**config.mk**
```make
export PLATFORM = sky130hd
export DESIGN_NAME = adc_trig_capture
export DESIGN_NICKNAME = d
export VERILOG_FILES = /design/src/rtl/scope_cap_pkg.sv /design/src/rtl/sample_decimator.sv /design/src/rtl/adc_trig_capture.sv
export SDC_FILE = /design/constraint.sdc
export NUM_CORES = 1
export LEC_CHECK = 0
export ABC_AREA = 1
export CAP_MARGIN = 20
export CORE_MARGIN = 2
export CORE_UTILIZATION = 35
export DETAILED_ROUTE_END_ITERATION = 10
export PLACE_DENSITY = 0.57
export SLEW_MARGIN = 10
export SYNTH_ARGS = -nofsm -noshare
export SYNTH_HDL_FRONTEND = slang
export SYNTH_SLANG_ARGS = --single-unit
```
**constraint.sdc**
```tcl
create_clock -name wr_clk -period 2.1 [get_ports wr_clk]
set_input_delay 0.21 -clock wr_clk [delete_from_list [all_inputs] [get_ports wr_clk]]
set_output_delay 0.21 -clock wr_clk [all_outputs]
set_load 0.01 [all_outputs]
```
**src/rtl/scope_cap_pkg.sv**
```systemverilog
`default_nettype none
// ============================================================================
// Module   : scope_cap_pkg
// Purpose  : Shared state encoding, edge-select constants and default widths
//            for the scope trigger/capture stage.
// Revision : 1.0 - initial release
// ============================================================================
package scope_cap_pkg;

    localparam int DEF_DATA_WIDTH  = 8;
    localparam int DEF_DEPTH_WIDTH = 10;
    localparam int DEF_DECIM_WIDTH = 16;

    localparam logic EDGE_RISING  = 1'b0;
    localparam logic EDGE_FALLING = 1'b1;

    typedef enum logic [2:0] {
        IDLE      = 3'd0,
        ARMED     = 3'd1,
        WAIT_TRIG = 3'd2,
        CAPTURE   = 3'd3,
        DONE      = 3'd4
    } cap_state_t;

endpackage
`default_nettype wire

```
**src/rtl/sample_decimator.sv**
```systemverilog
`default_nettype none
// ============================================================================
// Module   : sample_decimator
// Purpose  : Keeps one of every (i_decim+1) valid samples; o_accept marks the
//            kept sample. i_clear restarts so the next valid sample is kept.
// Revision : 1.0 - initial release
// ============================================================================
module sample_decimator
    import scope_cap_pkg::*;
#(
    parameter int DECIM_WIDTH = DEF_DECIM_WIDTH
) (
    input  logic                   clk,
    input  logic                   rst,
    input  logic                   i_valid,
    input  logic                   i_clear,
    input  logic [DECIM_WIDTH-1:0] i_decim,
    output logic                   o_accept
);

    localparam logic [DECIM_WIDTH-1:0] c_ONE = DECIM_WIDTH'(1);

    logic [DECIM_WIDTH-1:0] r_dcnt;

    assign o_accept = i_valid && (r_dcnt == '0);

    always_ff @(posedge clk) begin
        if (rst) begin
            r_dcnt <= '0;
        end else if (i_clear) begin
            r_dcnt <= '0;
        end else if (o_accept) begin
            r_dcnt <= i_decim;
        end else if (i_valid) begin
            r_dcnt <= r_dcnt - c_ONE;
        end
    end

endmodule
`default_nettype wire

```
**src/rtl/adc_trig_capture.sv**
```systemverilog
`default_nettype none
// ============================================================================
// Module   : adc_trig_capture
// Purpose  : Decimates the ADC stream, waits for a level-crossing trigger once
//            armed, then writes capture_len samples into the FIFO write port.
//            Optional macro TRIG_AUTO_EN adds a timeout auto-trigger.
// Revision : 1.0 - initial release
// ============================================================================
module adc_trig_capture
    import scope_cap_pkg::*;
#(
    parameter int DATA_WIDTH  = DEF_DATA_WIDTH,
    parameter int DEPTH_WIDTH = DEF_DEPTH_WIDTH,
`ifdef TRIG_AUTO_EN
    parameter int AUTO_CYCLES = 1000000,
`endif
    parameter int DECIM_WIDTH = DEF_DECIM_WIDTH
) (
    input  logic                   wr_clk,
    input  logic                   wr_rst,
    input  logic [DATA_WIDTH-1:0]  adc_data,
    input  logic                   adc_valid,
    input  logic                   arm,
    input  logic [DATA_WIDTH-1:0]  trig_level,
    input  logic                   trig_edge,
    input  logic [DECIM_WIDTH-1:0] decim,
    input  logic [DEPTH_WIDTH:0]   capture_len,
    output logic                   wr_en,
    output logic [DATA_WIDTH-1:0]  wr_data,
    input  logic                   wr_full,
    output logic                   busy,
    output logic                   triggered,
    output logic                   done,
`ifdef TRIG_AUTO_EN
    output logic                   auto_trig,
`endif
    output logic                   overflow
);

    localparam logic [DEPTH_WIDTH:0] c_LEN_MAX = {1'b1, {DEPTH_WIDTH{1'b0}}};
    localparam logic [DEPTH_WIDTH:0] c_LEN_ONE = (DEPTH_WIDTH + 1)'(1);

    cap_state_t             r_state;
    cap_state_t             w_state_nxt;
    logic [DECIM_WIDTH-1:0] r_decim;
    logic [DATA_WIDTH-1:0]  r_level;
    logic                   r_edge;
    logic [DEPTH_WIDTH:0]   r_len;
    logic [DEPTH_WIDTH:0]   r_wcnt;
    logic [DATA_WIDTH-1:0]  r_prev;
    logic                   r_triggered;
    logic                   r_overflow;
    logic                   r_wr_en;
    logic [DATA_WIDTH-1:0]  r_wr_data;

    logic w_accept;
    logic w_arm_ok;
    logic w_rise;
    logic w_fall;
    logic w_hit;
    logic w_auto_fire;
    logic w_fire;
    logic w_write;
    logic w_drop;
    logic w_load_prev;

    sample_decimator #(
        .DECIM_WIDTH (DECIM_WIDTH)
    ) u_decim (
        .clk      (wr_clk),
        .rst      (wr_rst),
        .i_valid  (adc_valid),
        .i_clear  (w_arm_ok),
        .i_decim  (r_decim),
        .o_accept (w_accept)
    );

    assign w_arm_ok = arm && ((r_state == IDLE) || (r_state == DONE));
    assign w_rise   = (r_prev < r_level) && (adc_data >= r_level);
    assign w_fall   = (r_prev > r_level) && (adc_data <= r_level);

    always_comb begin
        w_hit = 1'b0;
        case (r_edge)
            EDGE_RISING:  w_hit = w_rise;
            EDGE_FALLING: w_hit = w_fall;
            default:      w_hit = 1'b0;
        endcase
    end

`ifdef TRIG_AUTO_EN
    localparam int                    c_AUTO_W   = $clog2(AUTO_CYCLES + 1);
    localparam logic [c_AUTO_W-1:0]   c_AUTO_MAX = c_AUTO_W'(AUTO_CYCLES);

    logic [c_AUTO_W-1:0] r_auto_cnt;
    logic                r_auto_trig;

    // Saturates so a slow/absent sample stream still fires on the next accept
    always_ff @(posedge wr_clk) begin
        if (wr_rst || (r_state != WAIT_TRIG)) begin
            r_auto_cnt <= '0;
        end else if (r_auto_cnt != c_AUTO_MAX) begin
            r_auto_cnt <= r_auto_cnt + c_AUTO_W'(1);
        end
    end

    always_ff @(posedge wr_clk) begin
        if (wr_rst || w_arm_ok) begin
            r_auto_trig <= 1'b0;
        end else if (w_fire && !w_hit) begin
            r_auto_trig <= 1'b1;
        end
    end

    assign w_auto_fire = (r_auto_cnt == c_AUTO_MAX);
    assign auto_trig   = r_auto_trig;
`else
    assign w_auto_fire = 1'b0;
`endif

    // Next-state and per-cycle write/drop decisions
    always_comb begin
        w_state_nxt = r_state;
        w_fire      = 1'b0;
        w_write     = 1'b0;
        w_drop      = 1'b0;
        case (r_state)
            IDLE, DONE: begin
                if (arm) w_state_nxt = ARMED;
            end
            ARMED: begin
                if (w_accept) w_state_nxt = WAIT_TRIG;
            end
            WAIT_TRIG: begin
                if (w_accept && (w_hit || w_auto_fire)) begin
                    w_fire = 1'b1;
                    if (r_len == '0) begin
                        w_state_nxt = DONE;
                    end else if (wr_full) begin
                        w_drop      = 1'b1;
                        w_state_nxt = CAPTURE;
                    end else begin
                        w_write     = 1'b1;
                        w_state_nxt = (r_len == c_LEN_ONE) ? DONE : CAPTURE;
                    end
                end
            end
            CAPTURE: begin
                if (w_accept) begin
                    if (wr_full) begin
                        w_drop = 1'b1;
                    end else begin
                        w_write = 1'b1;
                        if ((r_wcnt + c_LEN_ONE) == r_len) w_state_nxt = DONE;
                    end
                end
            end
            default: w_state_nxt = IDLE;
        endcase
    end

    assign w_load_prev = w_accept && ((r_state == ARMED) || (r_state == WAIT_TRIG));

    always_ff @(posedge wr_clk) begin
        if (wr_rst) begin
            r_state <= IDLE;
        end else begin
            r_state <= w_state_nxt;
        end
    end

    always_ff @(posedge wr_clk) begin
        if (wr_rst) begin
            r_decim     <= '0;
            r_level     <= '0;
            r_edge      <= EDGE_RISING;
            r_len       <= '0;
            r_wcnt      <= '0;
            r_prev      <= '0;
            r_triggered <= 1'b0;
            r_overflow  <= 1'b0;
            r_wr_en     <= 1'b0;
            r_wr_data   <= '0;
        end else begin
            r_wr_en <= w_write;
            if (w_write) begin
                r_wr_data <= adc_data;
                r_wcnt    <= r_wcnt + c_LEN_ONE;
            end
            if (w_load_prev)        r_prev      <= adc_data;
            if (w_fire && w_hit)    r_triggered <= 1'b1;
            if (w_drop)             r_overflow  <= 1'b1;
            if (w_arm_ok) begin
                r_decim     <= decim;
                r_level     <= trig_level;
                r_edge      <= trig_edge;
                r_len       <= (capture_len > c_LEN_MAX) ? c_LEN_MAX : capture_len;
                r_wcnt      <= '0;
                r_triggered <= 1'b0;
                r_overflow  <= 1'b0;
            end
        end
    end

    assign wr_en     = r_wr_en;
    assign wr_data   = r_wr_data;
    assign busy      = (r_state == ARMED) || (r_state == WAIT_TRIG) || (r_state == CAPTURE);
    assign done      = (r_state == DONE);
    assign triggered = r_triggered;
    assign overflow  = r_overflow;

endmodule
`default_nettype wire

```
Word level (Yosys, flattened, before mapping)
Index checks and enable logic that the tools add are counted.
{"block": "word_totals", "input_bits": 49, "ff_bits": 85, "out_inout_bits": 13}
{"block": "op_classes", "magnitude_cmp": 5, "bitwise": 1, "reduce_logical": 17, "addsub": 2, "n_eq_ne": 12, "mux": 26}
{"op": "two-way mux 16 bit", "n": 2}
{"op": "two-way mux 3 bit", "n": 9}
{"op": "logical NOT 16 bit", "n": 1}
{"op": "subtractor 16 x 1 -> 16 bit, second input constant", "n": 1}
{"op": "!= test 2 bit, second input constant", "n": 6}
{"op": "case mux 3 bit (4 select lines)", "n": 1}
{"op": "adder 11 x 1 -> 11 bit, second input constant", "n": 1}
{"op": "== test 11 x 1 -> 1 bit, second input constant", "n": 1}
{"op": "== test 11 bit", "n": 1}
{"op": "> comparator 11 bit, second input constant", "n": 1}
{"op": "logical NOT 11 bit", "n": 1}
{"op": "two-way mux 11 bit", "n": 1}
{"op": "two-way mux 1 bit", "n": 10}
{"op": "greater-or-equal comparator 8 bit", "n": 1}
{"op": "> comparator 8 bit", "n": 1}
{"op": "less-or-equal comparator 8 bit", "n": 1}
{"op": "less-than comparator 8 bit", "n": 1}
{"op": "logical AND 1 bit", "n": 7}
{"op": "== test 3 x 2 -> 1 bit, second input constant", "n": 2}
{"op": "case mux 1 bit (2 select lines)", "n": 3}
{"op": "AND reduction 6 bit", "n": 1}
{"op": "OR reduction 2 bit", "n": 2}
{"op": "== test 3 x 1 -> 1 bit, second input constant", "n": 1}
{"op": "== test 3 bit, second input constant", "n": 1}
{"op": "4 further kinds", "n": 6}

Logic depth before layout (Yosys ltp)
{"block": "logic_depth", "word_depth": 7, "ltp_mapped": 18}

Hierarchy
A second synthesis with hierarchy kept.
{"block": "hier_totals", "hier_cells": 734, "hier_area_um2": 4859.7}
{"mod": "adc_trig_capture", "cells_each": 496, "n_inst": 1, "area_each_um2": 3448.3}
{"mod": "sample_decimator", "cells_each": 238, "n_inst": 1, "area_each_um2": 1411.4}

Worst setup path after synthesis
No wires, ideal clock.
{"block": "synth_path", "path_type": "flip-flop to flip-flop", "from": "register r_level[7]", "to": "register r_wcnt[6]", "setup_time_ns": 0.113, "path_buffers": 1, "path_stages_with_launch": 14, "path_slack_ns": 0.219, "arrival_time_ns": 1.768, "synth_period_minus_slack_ns": 1.881, "cell_sequence": "dfxtp_1 -> inv_1 -> ha_1 -> a21o_1 -> nor2_1 -> and2_1 -> nand2_1 -> a21oi_4 -> nand4_4 -> nand2_4 -> buf_6 -> nand2_1 -> nand2_1 -> nor2_1"}
{"block": "synth_via", "elab_chain_len": 6}
{"item": "from (decl)", "line_no": "adc_trig_capture.sv:46", "source": "logic [DATA_WIDTH-1:0] r_level;"}
{"item": "from (signal assigned)", "line_no": "adc_trig_capture.sv:195", "source": "r_level <= trig_level;"}
{"item": "> comparator 8 bit, or another cell as far along", "line_no": "adc_trig_capture.sv:80", "source": "assign w_fall = (r_prev > r_level) && (adc_data <= r_level);"}
{"item": "logical AND 1 bit (on tied branches)", "line_no": "adc_trig_capture.sv:80, adc_trig_capture.sv:79"}
{"item": "case mux 1 bit (2 select lines) *", "line_no": "adc_trig_capture.sv:84", "source": "case (r_edge)"}
{"item": "logical AND 1 bit *", "line_no": "adc_trig_capture.sv:135", "source": "if (w_accept && (w_hit || w_auto_fire)) begin"}
{"item": "two-way mux 1 bit *", "line_no": "adc_trig_capture.sv:135"}
{"item": "case mux 1 bit (2 select lines) *", "line_no": "adc_trig_capture.sv:127", "source": "case (r_state)"}
{"item": "to (signal assigned)", "line_no": "adc_trig_capture.sv:188", "source": "r_wcnt <= r_wcnt + c_LEN_ONE;"}
{"item": "to (decl)", "line_no": "adc_trig_capture.sv:49", "source": "logic [DEPTH_WIDTH:0] r_wcnt;"}
Mark *: on every way between the ends. The rest lies on a longest branch, timed or not.
A chain may end at the register's enable or synchronous reset.

Final worst setup path
{"block": "layout_path", "from": "register r_level[6]", "to": "register r_wr_data[7] (netlist: wr_data[7])"}
{"block": "layout_via", "elab_chain_len": 6}
{"item": "> comparator 8 bit, or another cell as far along", "line_no": "adc_trig_capture.sv:80"}
{"item": "logical AND 1 bit (on tied branches)", "line_no": "adc_trig_capture.sv:80, adc_trig_capture.sv:79"}
{"item": "case mux 1 bit (2 select lines) *", "line_no": "adc_trig_capture.sv:84"}
{"item": "logical AND 1 bit *", "line_no": "adc_trig_capture.sv:135"}
{"item": "two-way mux 1 bit *", "line_no": "adc_trig_capture.sv:135"}
{"item": "case mux 1 bit (2 select lines) *", "line_no": "adc_trig_capture.sv:127"}
{"item": "to (signal assigned)", "line_no": "adc_trig_capture.sv:187", "source": "r_wr_data <= adc_data;"}
{"item": "to (decl)", "line_no": "adc_trig_capture.sv:54", "source": "logic [DATA_WIDTH-1:0] r_wr_data;"}
Marks and branches as above.

==> out/metrics.csv <==
stage,metric,value,unit
synth,synth_area_leaders,"dfxtp_1 (37%), nand2_1 (13%), nor2_1 (7.7%)",
finish,nets,795,
critical_path,end_kind,flip-flop,
die,ios,62,
routing,wl,12.03,mm
die,die_area,13910,um^2
synth,synth_ff_type,dfxtp_1,
sta,setup_slack,65.40,ps
sta,whs,434.8,ps
die,core-area,12670,um^2
power,total_power,6.951,mW
critical_path,crit_path_max_fanout,7,
finish,layout-drive-gt1-share,17.24,%
critical_path,worst_ep_arrival_time,2320,ps
clocking,cts_tree,done,
routing,drtIter0Drc,264,
critical_path,critPathSlowestCell,dfxtp_1,
power,peakVddDrop,461.9,uV
placement,place_ws,-328.6,ps
sta,relSlewSlack,74.88,%
synth,yosysWarnings,0,
sta,setup_viol,0,
synth,synthDominantCellAreaShare,37.46,%
grt,grt_pass1_vias,4162,
placement,portBuffers,61,
sta,rsz0062_at_grt,true,
sta,final.period_utilization,96.89,%
grt,overflow,0,
routing,wl_per_cell,13.32,um
finish,post-route-util,47.94,%
critical_path,worstSetupStartpointType,flip-flop,
synth,async_flop_share,0,%
synth,yosysTopAreaCell,dfxtp_1,
min_path,hold_path.class,primary input to flip-flop,
power,p_leak,2.524,nW
synth,synth-edff-count,0,
routing,routed_via_density,4.803,
synth,syn_avg_cell_area,7.022,um^2
placement,place.gp.congestion,0.8088,
sta,fmax,491.5,MHz
clocking,cts_made_buffers,9,
clocking,clkSinkCount,85,
synth,ys_seq_area_share,37.46,%
synth,synth_nets,714,
power,cellPowerDensity,1144,nW/um^2
grt,grtUsageTotal,17.54,%
critical_path,critPathRequiredTime,2380,ps
sta,hold_viol_final,0,
die,dieWidth,117.9,um
grt,grt_pass1_wl,19.66,mm
critical_path,crit_type,flip-flop to flip-flop,
job,maxCapViolCount,0,
critical_path,critPathMaxStageDelay,320,ps
sta,skew,3.985,ps
sta,drv_slew,0,
clocking,path_clk_slew,60,ps
grt,antenna_found_initial,0,
die,die_y,117.9,um
finish,final_cell_mix,"nand2_1 (140), inv_1 (81), dfxtp_1 (81)",
routing,drtPass1Iterations,6,
synth,mappedNetlistArea,4543,um^2
outcome,status,"finished, final reports clean",
routing,drc,0,
synth,yosysUniqueCellTypes,50,
clocking,htree_levels,3,
sta,tightest_slew,372.0,ps
finish,final_common_cell,nand2_1,
routing,vias,4337,
grt,grt_max_degree,26,
critical_path,path_cells,"inv_2, ha_1, nand2_2, a21oi_1, nor2_2, and2_4, nand2_4, a21oi_4, nand4_4, buf_12, nand2_8, buf_8, nor2_1, nor2_1",
die,start_util,35.85,%
finish,syn_to_final_growth,33.71,%
routing,ant_nets,0,
synth,syn-instance-count,647,
clocking,clkLatencyLatePin,340,ps
clocking,cts_buffer_depth,2,
clocking,root_buffer,clkbuf_16,
critical_path,path_common_cell,nor2_1,
die,row_count,41,
placement,dp_hpwl,8.827,mm
sta,final.min_clock_period,2035,ps
synth,ys_seq_elements,85,
finish,antenna_cells,0,
==> synth_stat cells, types with 2 or more instances <==
library cell  instances
nand3_1              31
a21oi_1              32
nand4_1               9
o211ai_1              3
nand3b_1              3
nor4_1                2
buf_4                 2
o21ai_0              29
a22o_1               10
buf_6                 4
xor2_1                6
xnor2_1               3
nor3_1                4
dfxtp_1              85
a21o_1                2
nand3_2               2
o22ai_1              10
inv_1                90
nor2_1               93
a31oi_1               2
nor2_2                6
ha_1                 18
clkbuf_1             11
nand2_2               5
buf_2                 2
a211oi_1              8
nand2_1             152
==> routing by layer <==
| layer | track usage (%) | wire (um) |
|---|---|---|
| met2 | 27.40 | 5451 |
| met4 | 6.099 | 195 |
| met3 | 4.409 | 556 |
| met1 | 23.47 | 5823 |
| met5 | 0 | 0 |
==> critical path, delay by kind of cell, from the launching register on <==
| family | cells | cell delay (ps) |
|---|---|---|
| adder cells (fa/ha/maj) | 1 | 290 |
| buffers and inverters | 3 | 380 |
| AO/OA/AOI/OAI | 2 | 200 |
| flip-flops | 1 | 320 |
| AND/OR/NAND/NOR | 8 | 770 |
==> path summary, 6_finish.rpt <==
check	start	end	slack (ps)	cells past startpoint
worst min-delay path	trig_level[7]	r_level[7]	430	3
worst max register to register	r_level[6]	wr_data[7]	70	14
worst min register to register	r_decim[6]	u_decim.r_dcnt[6]	470	2
worst max-delay path	r_level[6]	wr_data[7]	70	14
==> timing repair <==
| item | 4_1_cts | 5_1_grt |
|---|---|---|
| buffers inserted | 1 | 1 |
| pin swaps | 4 | 31 |
| cloned | 2 | 1 |
| resized for setup | 9 | 65 |
| endpoints found under the setup margin | 17 | 37 |
| hold buffers | 0 | 0 |
==> through the flow <==
step	TNS (ps)	instances	cell area, um^2
global placement	-5117	884	5436
detailed placement	-6411	884	5436
CTS	0	901	5783
finish	0	903	6075
floorplan	0	647	4543
global route	-366.4	903	6075
==> registers in the layout, summed over array words and instances (netlist names) <==
register	cells
u_decim.r_dcnt	16
r_len	11
r_prev	8
overflow	1
r_edge	1
wr_en	1
r_state	3
r_level	8
triggered	1
r_wcnt	11
wr_data	8
r_decim	16
==> cell type report <==
| type | instances | area (um^2) |
|---|---|---|
| inverter | 92 | 351.6 |
| clock inverter | 1 | 7.507 |
| clock buffer | 13 | 260.3 |
| multi-input combinational | 453 | 2700 |
| timing repair buffer | 87 | 833.3 |
| fill | 1289 | 6596 |
| sequential | 85 | 1707 |
| tap | 172 | 215.2 |
==> logic make-up (layout without fill, tap and decap cells) <==
group | count (synthesis) | after routing | share of synthesized area [%]
XOR/XNOR | 9 | 9 | 1.735
adder cells (fa/ha/maj) | 18 | 18 | 4.957
flip-flops | 85 | 85 | 37.46
AO/OA/AOI/OAI | 107 | 107 | 14.84
buffers and inverters | 112 | 193 | 10.16
AND/OR/NAND/NOR | 316 | 319 | 30.85
==> report_power, final <==
group | internal, mW | total, mW | switching, mW | leakage, nW
Combinational | 1.40 | 3.28 | 1.88 | 1.70
Sequential | 1.92 | 2.20 | 0.275 | 0.694
Clock | 0.853 | 1.47 | 0.616 | 0.128
Power figures use the tool's default switching activity.
